**src/rtl/tx_arbiter_pkg.sv**
```systemverilog
// Shared types for the inter-device tx arbiter: flit format, source and state
// encodings, and head/tail classification helpers.
package types;

  localparam int FLIT_DATA_W = 32;

  typedef struct packed {
    logic                   head;
    logic                   tail;
    logic [FLIT_DATA_W-1:0] data;
  } flit_t;

  typedef enum logic [1:0] {SRC_NONE, SRC_ACK, SRC_RETX, SRC_FWD} tx_src_t;
  typedef enum logic [1:0] {IDLE, LOCK_RETX, LOCK_FWD} tx_arb_state_t;

  function automatic logic flit_is_head(flit_t f);
    return f.head;
  endfunction

  function automatic logic flit_is_tail(flit_t f);
    return f.tail;
  endfunction

endpackage

```
**src/rtl/tx_arbiter_grant_comb.sv**
```systemverilog
// Pure combinational grant selection for tx_arbiter. Grants only a valid
// source; aged flags lift retx/fwd above ack.
module tx_arb_grant_comb
  import types::*;
(
  input  tx_arb_state_t state_i,
  input  logic          ack_v_i,
  input  logic          retx_v_i,
  input  logic          fwd_v_i,
  input  tx_src_t       rr_last_i,
  input  logic          retx_aged_i,
  input  logic          fwd_aged_i,
  output tx_src_t       grant_o
);

  tx_src_t rr_pick;
  logic    retx_hi, fwd_hi;

  always_comb begin
    grant_o = SRC_NONE;
    rr_pick = (rr_last_i == SRC_RETX) ? SRC_FWD : SRC_RETX;
    retx_hi = retx_v_i && retx_aged_i;
    fwd_hi  = fwd_v_i && fwd_aged_i;
    case (state_i)
      LOCK_RETX: begin
        if (retx_hi)       grant_o = SRC_RETX;
        else if (ack_v_i)  grant_o = SRC_ACK;
        else if (retx_v_i) grant_o = SRC_RETX;
      end
      LOCK_FWD: begin
        if (fwd_hi)        grant_o = SRC_FWD;
        else if (ack_v_i)  grant_o = SRC_ACK;
        else if (fwd_v_i)  grant_o = SRC_FWD;
      end
      default: begin
        if (retx_hi && fwd_hi)       grant_o = rr_pick;
        else if (retx_hi)            grant_o = SRC_RETX;
        else if (fwd_hi)             grant_o = SRC_FWD;
        else if (ack_v_i)            grant_o = SRC_ACK;
        else if (retx_v_i && fwd_v_i) grant_o = rr_pick;
        else if (retx_v_i)           grant_o = SRC_RETX;
        else if (fwd_v_i)            grant_o = SRC_FWD;
      end
    endcase
  end

endmodule

```
**src/rtl/tx_arbiter.sv**
```systemverilog
// Arbiter from ack / retransmit / forward queues onto the inter-device tx
// channel, keeping retx/fwd packets contiguous. TX_ARB_AGING_EN adds aging.
module tx_arbiter
  import types::*;
#(
  parameter int MAX_PKT_FLITS = 16,
  parameter int AGE_LIMIT     = 8
) (
  input  logic  nocclk,
  input  logic  rst,
  input  flit_t ack_flit,
  input  logic  ack_flit_valid,
  output logic  ack_flit_ready,
  input  flit_t retx_flit,
  input  logic  retx_flit_valid,
  output logic  retx_flit_ready,
  input  flit_t fwd_flit,
  input  logic  fwd_flit_valid,
  output logic  fwd_flit_ready,
  output flit_t flit_out,
  output logic  flit_out_valid,
  input  logic  flit_out_ready,
  output logic  lock_err,
  output logic  busy
);

  localparam int CNT_W = $clog2(MAX_PKT_FLITS + 1);

  tx_arb_state_t   state_q, state_d;
  tx_src_t         rr_last_q, rr_last_d, grant;
  logic [CNT_W-1:0] flit_cnt_q, flit_cnt_d, cnt_inc;
  flit_t           flit_out_q, pop_flit;
  logic            flit_out_valid_q, lock_err_q, lock_err_d;
  logic            load_en, pop, retx_pop, fwd_pop, src_pop;
  logic            retx_aged, fwd_aged;

  assign load_en = !flit_out_valid_q || flit_out_ready;

  tx_arb_grant_comb u_grant (
    .state_i    (state_q),
    .ack_v_i    (ack_flit_valid),
    .retx_v_i   (retx_flit_valid),
    .fwd_v_i    (fwd_flit_valid),
    .rr_last_i  (rr_last_q),
    .retx_aged_i(retx_aged),
    .fwd_aged_i (fwd_aged),
    .grant_o    (grant)
  );

  assign ack_flit_ready  = !rst && load_en && (grant == SRC_ACK);
  assign retx_flit_ready = !rst && load_en && (grant == SRC_RETX);
  assign fwd_flit_ready  = !rst && load_en && (grant == SRC_FWD);

  assign retx_pop = retx_flit_valid && retx_flit_ready;
  assign fwd_pop  = fwd_flit_valid && fwd_flit_ready;
  assign src_pop  = retx_pop || fwd_pop;
  assign pop      = src_pop || (ack_flit_valid && ack_flit_ready);

  always_comb begin
    case (grant)
      SRC_ACK:  pop_flit = ack_flit;
      SRC_RETX: pop_flit = retx_flit;
      SRC_FWD:  pop_flit = fwd_flit;
      default:  pop_flit = '0;
    endcase
  end

  // Ack pops never touch the lock; only retx/fwd pops move the FSM.
  always_comb begin
    state_d    = state_q;
    rr_last_d  = rr_last_q;
    flit_cnt_d = flit_cnt_q;
    lock_err_d = 1'b0;
    cnt_inc    = (flit_cnt_q == CNT_W'(MAX_PKT_FLITS)) ? flit_cnt_q : flit_cnt_q + 1'b1;
    if (src_pop) begin
      if (state_q == IDLE) begin
        rr_last_d = grant;
        if (flit_is_head(pop_flit) && !flit_is_tail(pop_flit)) begin
          state_d    = (grant == SRC_RETX) ? LOCK_RETX : LOCK_FWD;
          flit_cnt_d = CNT_W'(1);
        end
      end else if (flit_is_tail(pop_flit)) begin
        state_d    = IDLE;
        flit_cnt_d = '0;
      end else if (cnt_inc == CNT_W'(MAX_PKT_FLITS)) begin
        state_d    = IDLE;
        flit_cnt_d = '0;
        lock_err_d = 1'b1;
      end else begin
        flit_cnt_d = cnt_inc;
      end
    end
  end

  always_ff @(posedge nocclk) begin
    if (rst) begin
      state_q          <= IDLE;
      rr_last_q        <= SRC_FWD;
      flit_cnt_q       <= '0;
      lock_err_q       <= 1'b0;
      flit_out_q       <= '0;
      flit_out_valid_q <= 1'b0;
    end else begin
      state_q    <= state_d;
      rr_last_q  <= rr_last_d;
      flit_cnt_q <= flit_cnt_d;
      lock_err_q <= lock_err_d;
      if (load_en) begin
        flit_out_valid_q <= pop;
        if (pop) flit_out_q <= pop_flit;
      end
    end
  end

`ifdef TX_ARB_AGING_EN
  localparam int AGE_W = $clog2(AGE_LIMIT + 1);

  logic [AGE_W-1:0] retx_age_q, retx_age_d, fwd_age_q, fwd_age_d;

  // A source's packet is finished when its pop leaves the FSM in IDLE.
  always_comb begin
    retx_age_d = retx_age_q;
    fwd_age_d  = fwd_age_q;
    if (retx_pop) begin
      if (state_d == IDLE) retx_age_d = '0;
    end else if (retx_flit_valid && load_en && state_q != LOCK_FWD &&
                 retx_age_q != AGE_W'(AGE_LIMIT)) begin
      retx_age_d = retx_age_q + 1'b1;
    end
    if (fwd_pop) begin
      if (state_d == IDLE) fwd_age_d = '0;
    end else if (fwd_flit_valid && load_en && state_q != LOCK_RETX &&
                 fwd_age_q != AGE_W'(AGE_LIMIT)) begin
      fwd_age_d = fwd_age_q + 1'b1;
    end
  end

  always_ff @(posedge nocclk) begin
    if (rst) begin
      retx_age_q <= '0;
      fwd_age_q  <= '0;
    end else begin
      retx_age_q <= retx_age_d;
      fwd_age_q  <= fwd_age_d;
    end
  end

  assign retx_aged = (retx_age_q == AGE_W'(AGE_LIMIT));
  assign fwd_aged  = (fwd_age_q == AGE_W'(AGE_LIMIT));
`else
  localparam int age_limit_unused = AGE_LIMIT;
  assign retx_aged = 1'b0;
  assign fwd_aged  = 1'b0;
`endif

  assign flit_out       = flit_out_q;
  assign flit_out_valid = flit_out_valid_q;
  assign lock_err       = lock_err_q;
  assign busy           = (state_q != IDLE) || flit_out_valid_q;

endmodule
```
**config.mk**
```make
export PLATFORM = sky130hd
export DESIGN_NAME = tx_arbiter
export DESIGN_NICKNAME = d
export VERILOG_FILES = /design/src/rtl/tx_arbiter_pkg.sv /design/src/rtl/tx_arbiter_grant_comb.sv /design/src/rtl/tx_arbiter.sv
export SDC_FILE = /design/constraint.sdc
export NUM_CORES = 1
export LEC_CHECK = 0
export BUFFER_PORTS_ARGS = -buffer_cell sky130_fd_sc_hd__buf_2
export CAP_MARGIN = 15
export CORE_UTILIZATION = 40
export DETAILED_ROUTE_END_ITERATION = 8
export GPL_TIMING_DRIVEN = 0
export MAX_ROUTING_LAYER = met4
export PLACE_DENSITY = 0.73
export RECOVER_POWER = 50
export SYNTH_ARGS = -nofsm -noshare
export SYNTH_HDL_FRONTEND = slang
export SYNTH_HIERARCHICAL = 1
export SYNTH_SLANG_ARGS = --single-unit
```
**constraint.sdc**
```tcl
create_clock -name nocclk -period 4.1 [get_ports nocclk]
set_clock_uncertainty 0.1 [all_clocks]
set_input_delay 0.82 -clock nocclk [delete_from_list [all_inputs] [get_ports nocclk]]
set_output_delay 0.82 -clock nocclk [all_outputs]
set_load 0.01 [all_outputs]
```
### Word-level counts from Yosys, hierarchy flattened

Cells that the tools add are included.

| cells by class | value |
|---|---|
| bitwise gates (word level) | 1 |
| mux-type cells | 21 |
| reduce and logical (&&, ||, !) cells | 24 |
| $add $sub $neg | 1 |
| equality and inequality tests | 9 |

Operators by type and width:

| kind | number |
|---|---|
| $pmux W34 S3 | 1 |
| $mux W5 | 5 |
| $mux W2 | 12 |
| $eq A5 B5 Y1 const B | 2 |
| $logic_and A1 B1 Y1 | 9 |
| $eq A2 B2 Y1 const B | 4 |
| $reduce_and A2 Y1 | 3 |
| $add A5 B1 Y5 const B | 1 |
| $eq A2 B1 Y1 const B | 2 |
| $logic_or A1 B1 Y1 | 4 |
| $pmux W2 S2 | 1 |
| $reduce_or A4 Y1 | 1 |
| $logic_not A1 Y1 | 3 |
| $reduce_and A3 Y1 | 1 |
| $reduce_bool A3 Y1 | 1 |
| $logic_not A2 Y1 | 1 |
| $mux W1 | 2 |
| $ne A2 B1 Y1 const B | 1 |
| $reduce_bool A2 Y1 | 1 |
| $not A1 Y1 | 1 |

| word-level totals | value |
|---|---|
| input port bits | 108 |
| output and inout bits | 40 |
| register bits after elaboration | 45 |

### Depth between registers and ports, before layout

Gate-level depths: netlist of the first run.

| logic depth | value |
|---|---|
| word-level depth | 11 |
| mapped depth | 12 |

### Cells and area by module

Netlist of the first run, hierarchy kept.

By module, submodules not included:

| module | times used | sequential area each (sq um) | cells an instance | area an instance (sq um) |
|---|---|---|---|---|
| tx_arbiter | 1 | 900.9 | 314 | 2534.9 |
| tx_arb_grant_comb | 1 | 0.0 | 19 | 118.9 |

### Least setup slack after synthesis of the first run

Ideal clock, no wire load.

| timing path | value |
|---|---|
| path kind | input to output |
| start | in retx_flit_valid |
| end | out ack_flit_ready |
| slack | 1064 ps |
| required time | 3180 ps |
| arrival time | 2116 ps |
| stages | 7 |
| buffers on the path | 1 |
| path through | nand2b_1 -> o21ai_1 -> a21oi_1 -> a21o_1 -> inv_1 -> clkbuf_1 -> nor4_1 |

| on the way | value |
|---|---|
| word-level cells in the longest chain between the ends | 6 |

RTL lines:

| what | RTL line | RTL |
|---|---|---|
| start: declaration | tx_arbiter.sv:15 | `input logic retx_flit_valid,` |
| $mux W2 or $logic_and A1 B1 Y1 (tied branches) | tx_arbiter_grant_comb.sv:41, tx_arbiter_grant_comb.sv:40 |  |
| $mux W2 (*) | tx_arbiter_grant_comb.sv:40 | `else if (retx_v_i && fwd_v_i) grant_o = rr_pick;` |
| $mux W2 (*) | tx_arbiter_grant_comb.sv:39 | `else if (ack_v_i) grant_o = SRC_ACK;` |
| $pmux W2 S2 (*) | tx_arbiter_grant_comb.sv:24 | `case (state_i)` |
| named net grant[0] | tx_arbiter.sv:30 | `tx_src_t rr_last_q, rr_last_d, grant;` |
| $eq A2 B1 Y1 (*) | tx_arbiter.sv:50 | `assign ack_flit_ready = !rst && load_en && (grant == SRC_ACK);` |
| $logic_and A1 B1 Y1 (*) | tx_arbiter.sv:50 |  |
| end: declaration | tx_arbiter.sv:13 | `output logic ack_flit_ready,` |

The timed path passes the listed nets; every way through them passes the cells marked *.

### Worst setup path in the final report of the first run

| timing path | value |
|---|---|
| start | reg state_q[0] |
| end | out retx_flit_ready |

| on the way | value |
|---|---|
| word-level cells in the longest chain between the ends | 4 |

RTL lines:

| what | RTL line | RTL |
|---|---|---|
| start: declaration | tx_arbiter.sv:29 | `tx_arb_state_t state_q, state_d;` |
| start signal: assignment | tx_arbiter.sv:104 | `state_q <= state_d;` |
| $eq A2 B2 Y1 or $eq A2 B1 Y1 (tied branches) | tx_arbiter_grant_comb.sv:24 |  |
| $pmux W2 S2 (*) | tx_arbiter_grant_comb.sv:24 |  |
| named net grant[1] | tx_arbiter.sv:30 |  |
| $eq A2 B2 Y1 (*) | tx_arbiter.sv:51 | `assign retx_flit_ready = !rst && load_en && (grant == SRC_RETX);` |
| $logic_and A1 B1 Y1 (*) | tx_arbiter.sv:51 |  |
| end: declaration | tx_arbiter.sv:16 | `output logic retx_flit_ready,` |

Marked as above.

==> results.cfg, run 1 <==
[clock_tree]
cts_tree = yes
postCtsHoldBufs = 0
clock_latency_ps = 300
cts_setup_buffers = 0
clkTransAtPathRegs_ps = 80
root_buffer = clkbuf_8
cts_buffers = 5
ctsResizeCount = 0
htree_levels = 2
cts.sinks = 45
clock_path_buffers = 2

[layout]
postLayoutCellArea_um2 = 3530
nets = 602
utilization_pct = 55.3
area_delta_synth_final_pct = 33.1
drive_gt1_share_pct = 27.3
instances_no_fill = 568
diodes = 0

[setup_path]
r2r_slack_ps = 1180
rr_worst_depth = 12
crit_arrival_ps = 2720
setup.worst_path.end = retx_flit_ready
crit_required_ps = 3180
start_kind = flop
setup.worst_path.class = reg -> out
cp-startpoint = state_q[0]
reg2reg_to = flit_out[12]
crit_path_end_kind = output pin
r2r_start = state_q[0]
cp_max_fo = 10

[placed_design]
dp_hpwl_um = 6210
routabilityCongestion = 0.870
place_area_um2 = 3500
pre_cts_ws_ps = 598
place_inst = 560
port_buffers = 146

[detailed_routing]
antenna_left = 0
vias_per_cell = 5.24
drc = 0
detailroute.via_count = 2976
drtIter0Drc = 140
totalWireLength_um = 8030
first_pass_iters = 4
wire_per_inst_um = 14.1

[logic_synthesis]
ys_seq_area_share_pct = 33.9
synth.distinct_cells = 45
synthArstFlopShare_pct = 0
synth.yosys.warnings = 6
yosysMostFrequentCell = nor2_1
synth_area_leaders = dfxtp_1, mux2i_1, nor2_1
yosys_register_bits = 45
ys_top_cells_by_count = nor2_1, dfxtp_1, a21oi_1
syn_inst = 333
synth-edff-count = 0
avgSynthCellArea_um2 = 7.97
synth_top_area_cell = dfxtp_1
synth_top_area_share_pct = 33.9
syn_area_um2 = 2650
synth_ff_type = dfxtp_1

[global_route]
antenna_found_initial = 0
grt_usage_pct = 23.2
grt_remaining_overflow = 0
grt_pass1_vias = 2799
grt_max_degree = 14
grt_pass1_wl_um = 13000

[min_path]
hp-class = reg -> reg
hold_depth = 2

[timing]
worst_pin_slew_ps = 545
hold_slack_ps = 372
max_freq_mhz = 275
fin_crit_ps = 3640
setup_viol = 0
rsz0062_at_grt = no
final-hold-violation-count = 0
drv_slew = 0
fin_ws_ps = 462
slew_headroom_pct = 63.6
tns_ps = 0
fin_crit_sh_pct = 88.7

[floorplanning]
ios = 148
initial_core_util_pct = 41.6
fp.dieArea_um2 = 6960
rows = 29
die_h_um = 83.5
die_x_um = 83.5
core_um2 = 6390

[power]
peakVddDrop_uv = 195
p_leak_nw = 1.63
power_mw = 1.27
powerDensity_nw_per_um2 = 359

[job]
drv_cap = 0

[run_status]
status = complete, no violations
-- registers in the layout, summed over array words and instances (netlist names) --
name	count
state_q	2
lock_err	1
rr_last_q	2
flit_out_valid	1
flit_cnt_q	5
flit_out	34
-- cell usage in the layout (no fill, tap or decap), drive strengths merged, types with 2 or more instances in the layout --
cell type and instances:
nor2b 6, mux2 3, inv 7, xor2 2, dfxtp 45, buf 122
conb 5, nand2 7, a211oi 34, o221ai 2, mux2i 34, nand3b 2
nand2b 2, a31o 2, a22oi 2, o311ai 3, a21oi 40, nand3 4
and3 4, clkbuf 58, ha 4, nor4 4, nor3 4, o21ai 9
nor2 72
-- cell type report --
| class | instances | area [um^2] |
|---|---|---|
| Timing Repair Buffer | 146 | 684 |
| Clock inverter | 1 | 7.51 |
| Fill cell | 675 | 2850 |
| Clock buffer | 7 | 76.3 |
| Sequential cell | 45 | 901 |
| Inverter | 7 | 26.3 |
| Buffer | 27 | 123 |
| Tap cell | 77 | 96.3 |
| Multi-Input combinational cell | 258 | 1620 |
-- worst max-delay path, cell delays in order, from the launching register on --
cell and delay [ps]:
dfxtp_1 430, inv_1 70, ha_1 340, o221ai_1 120
nand2_1 80, clkbuf_1 240, buf_2 360, buf_2 340
nand2_1 120, nor3_1 160, buf_2 160
-- how the worst min path moves through the flow --
stage                 start           end  slack [ps]
2_1_floorplan  rr_last_q[1]  rr_last_q[1]         310
3_3_place_gp   rr_last_q[1]  rr_last_q[1]         320
3_5_place_dp   rr_last_q[1]  rr_last_q[1]         340
4_1_cts        rr_last_q[1]  rr_last_q[1]         380
5_1_grt        rr_last_q[1]  rr_last_q[1]         410
6_report       rr_last_q[1]  rr_last_q[1]         370
-- power by group --
group / leakage [nW] / internal, mW / switching [mW]
clock network: 0.0385 / 0.121 / 0.151
registers: 0.368 / 0.483 / 0.0266
logic: 1.22 / 0.198 / 0.288
-- cell families (layout without fill, tap and decap cells) --
| logic type | after synthesis | in the layout | share of synthesized area, % |
|---|---|---|---|
| xor+xnor | 3 | 3 | 0.990 |
| fa+ha+maj | 4 | 4 | 1.89 |
| other cells | 1 | 5 | 0.141 |
| mux | 37 | 37 | 14.1 |
| compound gates | 99 | 99 | 24.6 |
| buf+inv | 34 | 188 | 5.66 |
| flops | 45 | 45 | 33.9 |
| simple gates | 110 | 110 | 18.7 |
-- per-layer routing --
metal | GRT usage, % | routed length (um) | vias to the layer above
met5 | - | 0 | -
met4 | 7.70 | 149 | 0
met3 | 3.86 | 424 | 15
met2 | 39.9 | 3980 | 110
met1 | 27.6 | 3480 | 1344
li1 | - | - | 1507
(Power assumes the default switching activity.)
==> run 2, diff against run 1 <==
Settings changed: ABC_AREA set to 1, PLACE_DENSITY 0.73 to 0.74.
==> run 2 against run 1 <==
Against the previous run: global-route usage grew 0.84 points; first-iteration DRC count shrank 29%; area after synthesis shrank 3.6%; sequential share of layout area grew 0.63 points; largest cell class unchanged; synthesized cell count grew 28%; cell area shrank 2.4%; critical endpoint unchanged; flip-flop and latch count is the same; utilization grew 1.6 points.
==> results.cfg, run 2 <==
[clock_tree]
postCtsHoldBufs = 0
clock_latency_ps = 310
clkTransAtPathRegs_ps = 90
cts_setup_buffers = 0
ctsResizeCount = 0
cts_tree = yes
htree_levels = 2
root_buffer = clkbuf_8
clock_path_buffers = 2
cts_buffers = 5
cts.sinks = 45

[timing]
final-hold-violation-count = 0
slew_headroom_pct = 55.6
setup_viol = 0
max_freq_mhz = 281
rsz0062_at_grt = no
drv_slew = 0
fin_crit_ps = 3560
fin_crit_sh_pct = 86.8
tns_ps = 0
worst_pin_slew_ps = 658

[logic_synthesis]
synth_fa_ha_area_share_pct = 1.96
synth_top_area_cell = dfxtp_1
syn_area_um2 = 2560
synth_area_leaders = dfxtp_1, nand2_1, nand3_1
synthArstFlopShare_pct = 0
synth_simple_gate_area_share_pct = 44.8
synth.distinct_cells = 25
synth.area.mux_share_pct = 0
synth_ff_type = dfxtp_1
avgSynthCellArea_um2 = 6.01
yosys_register_bits = 45
yosysMostFrequentCell = nand2_1
synth-compound-area-share_pct = 10.2
synth_top_family_by_area = simple AND/OR/NAND/NOR gates
ys_seq_area_share_pct = 35.2
syn_inst = 426
synth.yosys.warnings = 6
synthXorXnorAreaFrac_pct = 0.342
ys_top_cells_by_count = nand2_1, dfxtp_1, nand3_1
synth_top_area_share_pct = 35.2
synth-edff-count = 0

[detailed_routing]
wire_per_inst_um = 11.7
drtIter0Drc = 99
drc = 0
totalWireLength_um = 7680
first_pass_iters = 4
detailroute.via_count = 3191
vias_per_cell = 4.85
antenna_left = 0

[floorplanning]
ios = 148
die_h_um = 82.0
core_um2 = 6060
fp.dieArea_um2 = 6720
initial_core_util_pct = 42.2
die_x_um = 82.0
rows = 28

[layout]
layout_common_cells = nand2_1, buf_2, clkbuf_1
mostFrequentLayoutCell = nand2_1
drive_gt1_share_pct = 23.2
diodes = 0
area_delta_synth_final_pct = 34.7
largest_reg_flops = 34
instances_no_fill = 658
fillers = 635
nets = 694

[power]
peakVddDrop_uv = 260
powerDensity_nw_per_um2 = 372
p_leak_nw = 1.67

[setup_path]
crit_chain = inv_1 -> ha_1 -> nor2_1 -> o21ai_0 -> inv_2 -> nor2_1 -> inv_2 -> nor2_2 -> buf_2
cp_top_family = simple AND/OR/NAND/NOR gates
crit_arrival_ps = 2640
crit_required_ps = 3180
r2r_start = state_q[0]
cp_slowest_stage_delay_ps = 540
crit_path_end_kind = output pin
start_kind = flop
crit_buf_inv = 4
r2r_slack_ps = 850
rr_worst_depth = 16
setup.worst_path.class = reg -> out
reg2reg_to = flit_out[15]
crit_slowest_cell = o21ai_0
cp_max_fo = 7

[placed_design]
place_inst = 650
routabilityCongestion = 0.858
dp_hpwl_um = 5980
port_buffers = 146

[job]
drv_cap = 0

[run_status]
status = complete, no violations

[min_path]
min_to = rr_last_q[1]
hp-class = reg -> reg
hold_depth = 1
hold_start = rr_last_q[1]

[global_route]
antenna_found_initial = 0
grt_usage_pct = 24.0
grt_max_degree = 15
grt_remaining_overflow = 0
grt_pass1_wl_um = 12000
grt_pass1_vias = 2746
[run 2: cell types whose count changed in the layout (fill, tap and decap cells not counted), moves of 3 or more]
cell | before | now
inv_2 | 0 | 8
and3_1 | 4 | 0
nor2_1 | 72 | 23
buf_4 | 0 | 3
a211oi_1 | 34 | 0
nor2b_1 | 5 | 0
nand3_1 | 4 | 45
buf_2 | 120 | 112
inv_1 | 7 | 15
nor4_1 | 4 | 0
mux2i_1 | 34 | 0
o311ai_0 | 3 | 0
clkbuf_1 | 53 | 49
nand2_1 | 7 | 208
[run 2: area by class of cell]
class | instances | area, um^2 | share of cell area (%)
Tap cell | 75 | 93.8 | 2.72
Inverter | 23 | 86.3 | 2.50
Sequential cell | 45 | 901 | 26.1
Clock buffer | 6 | 72.6 | 2.11
Buffer | 19 | 101 | 2.94
Multi-Input combinational cell | 342 | 1470 | 42.6
Clock inverter | 2 | 38.8 | 1.13
Timing Repair Buffer | 146 | 684 | 19.9
[run 2: kinds of logic after synthesis]
group,after synthesis
AND/OR/NAND/NOR,282
AO/OA/AOI/OAI,51
flip-flops,45
buffers and inverters,42
adder cells (fa/ha/maj),4
XOR/XNOR,1
other,1
[run 2: worst max path at each step]
stage / start / endpoint / cells after the start
floorplan: ack_flit_valid / retx_flit_ready / 7
global route: state_q[0] / retx_flit_ready / 9
global placement: ack_flit_valid / retx_flit_ready / 9
finish: state_q[0] / retx_flit_ready / 9
detailed placement: ack_flit_valid / retx_flit_ready / 9
CTS: state_q[0] / retx_flit_ready / 9
[run 2: routing by layer]
layer	wire [um]	up-vias	share of wire [%]	GRT usage, %
met1	3320	1423	43	27.8
met3	384	11	5.0	5.33
met5	0	-	0	-
li1	-	1656	-	-
met2	3850	101	50	40.2
met4	127	0	1.7	9.47
[run 2: through the flow]
step / hold WS, ps / setup slack, ps / util [%] / instance area, um^2 / power, mW
detailed placement: 335 / 864 / 56.0 / 3390 / 0.970
global placement: 333 / 871 / 56.0 / 3390 / 0.960
CTS: 358 / 796 / 57.8 / 3510 / 1.31
finish: 357 / 542 / 56.9 / 3450 / 1.28
floorplan: 315 / 1370 / - / 2570 / 0.799
global route: 374 / 312 / 56.9 / 3450 / 1.38
[run 2: power breakdown]
part	switching (mW)	total, mW	internal (mW)
combinational	0.283	0.447	0.164
clock	0.155	0.338	0.183
sequential	0.0229	0.499	0.476
==> run 3, diff against run 2 <==
==> constraint.sdc (replaced) <==
create_clock -name nocclk -period 4.1 [get_ports nocclk]
set_clock_uncertainty 0.1 [all_clocks]
set_input_delay 0.615 -clock nocclk [delete_from_list [all_inputs] [get_ports nocclk]]
set_output_delay 0.615 -clock nocclk [all_outputs]
set_load 0.01 [all_outputs]
==> run 3 against run 2 <==
Against the previous run: global-route usage stayed put; utilization hardly changed; routed wire length is 0.17% higher; flip-flop and latch count stayed put; non-clock buffer count stayed put; clock-buffer cell count stayed put.
==> results.cfg, run 3 (same netlist as run 2, synthesis figures left out) <==
[setup_path]
crit_arrival_ps = 2660
crit_required_ps = 3380
cp_slowest_stage_delay_ps = 540
setup.worst_path.class = reg -> out
crit_path_end_kind = output pin
crit_path_frequent_cell = nor2_1
start_kind = flop
crit_slowest_cell = o21ai_0
crit_chain = inv_1 -> ha_1 -> nor2_1 -> o21ai_0 -> inv_2 -> nor2_1 -> inv_2 -> nor2_1 -> buf_2
cp_max_fo = 7

[floorplanning]
die_x_um = 82.0
initial_core_util_pct = 42.2
fp.dieArea_um2 = 6720
rows = 28
ios = 148
core_um2 = 6060
die_h_um = 82.0

[layout]
multiInputGateArea_um2 = 1470
diodes = 0
postLayoutCellArea_um2 = 3440
layout_common_cells = nand2_1, buf_2, clkbuf_1
mostFrequentLayoutCell = nand2_1
seqCellArea_um2 = 901
nets = 694
largest_reg_flops = 34
drive_gt1_share_pct = 23.0
fillers = 635
area_delta_synth_final_pct = 34.6

[timing]
worst_pin_slew_ps = 657
slew_headroom_pct = 55.7
tns_ps = 0
fin_crit_sh_pct = 82.3
max_freq_mhz = 296
setup_viol = 0
fin_crit_ps = 3370
rsz0062_at_grt = no
hold_slack_ps = 355
drv_slew = 0
final-hold-violation-count = 0

[clock_tree]
cts_buffers = 5
cts.sinks = 45
clock_path_buffers = 2
clkTransAtPathRegs_ps = 90
ctsResizeCount = 0
clock_latency_ps = 310
cts_setup_buffers = 0
htree_levels = 2
postCtsHoldBufs = 0
cts_tree = yes
root_buffer = clkbuf_8

[global_route]
grt_pass1_vias = 2746
antenna_found_initial = 0
grt_usage_pct = 24.0
grt_max_degree = 15
grt_remaining_overflow = 0
grt_pass1_wl_um = 12000

[power]
power_switching_mw = 0.462
clkPwrFrac_pct = 26.4
p_comb_share_pct = 34.7
p_leak_nw = 1.67
netSwitchingFraction_pct = 35.9
peakVddDrop_uv = 261
powerDensity_nw_per_um2 = 373
pwr-share-seq_pct = 38.8
p_int_mw = 0.823

[run_status]
status = complete, no violations

[detailed_routing]
wire_per_inst_um = 11.7
drtIter0Drc = 99
detailroute.via_count = 3190
drc = 0
antenna_left = 0
vias_per_cell = 4.85
totalWireLength_um = 7690
first_pass_iters = 4

[min_path]
hp-class = reg -> reg

[placed_design]
port_buffers = 146
dp_hpwl_um = 5980
routabilityCongestion = 0.858
place_area_um2 = 3390

[job]
drv_cap = 0
## run 3: cell counts in the layout (fill, tap and decap cells not counted)
Identical to the previous run, type by type.
## run 3: path summary, 6_finish.rpt
check               startpoint         endpoint  slack (ps)  cells after the start
setup / recovery    state_q[0]  retx_flit_ready         730                      9
hold / removal    rr_last_q[1]     rr_last_q[1]         360                      1
setup reg to reg    state_q[0]     flit_out[15]         840                     16
hold reg to reg   rr_last_q[1]     rr_last_q[1]         360                      1
## run 3: per-layer routing
| metal | routed length, um | vias up | GRT usage (%) | part of all wire [%] |
|---|---|---|---|---|
| met5 | 0 | - | - | 0 |
| met4 | 127 | 0 | 9.47 | 1.7 |
| met3 | 381 | 11 | 5.33 | 5.0 |
| met2 | 3840 | 96 | 40.2 | 50 |
| met1 | 3340 | 1428 | 27.8 | 43 |
| li1 | - | 1655 | - | - |
## run 3: power by group through the flow
stage | Combinational, mW | Clock, mW | Sequential (mW)
2_1_floorplan | 0.278 | 0 | 0.521
3_3_place_gp | 0.454 | 0 | 0.506
3_5_place_dp | 0.462 | 0 | 0.507
4_1_cts | 0.464 | 0.344 | 0.498
5_1_grt | 0.506 | 0.364 | 0.505
6_report | 0.446 | 0.340 | 0.499
## run 3: stage by stage
stage	total power [mW]	setup slack [ps]	utilization, %	instances
finish	1.28	726	56.8	658
floorplan	0.799	1580	-	429
global route	1.38	486	56.8	658
detailed placement	0.970	1090	56.0	650
global placement	0.960	1110	56.0	650
CTS	1.31	1000	57.8	658
## run 3: cell type report
class	instances	area share (%)
Buffer	19	2.94
Clock buffer	6	2.11
Clock inverter	2	1.13
Inverter	23	2.51
Multi-Input combinational cell	342	42.6
Sequential cell	45	26.2
Tap cell	75	2.72
Timing Repair Buffer	146	19.9
## run 3: critical path: cells and delay by family (launching register included)
family	cells	cell delay [ps]
buf+inv	4	360
simple gates	3	720
compound gates	1	540
fa+ha+maj	1	340
flops	1	390
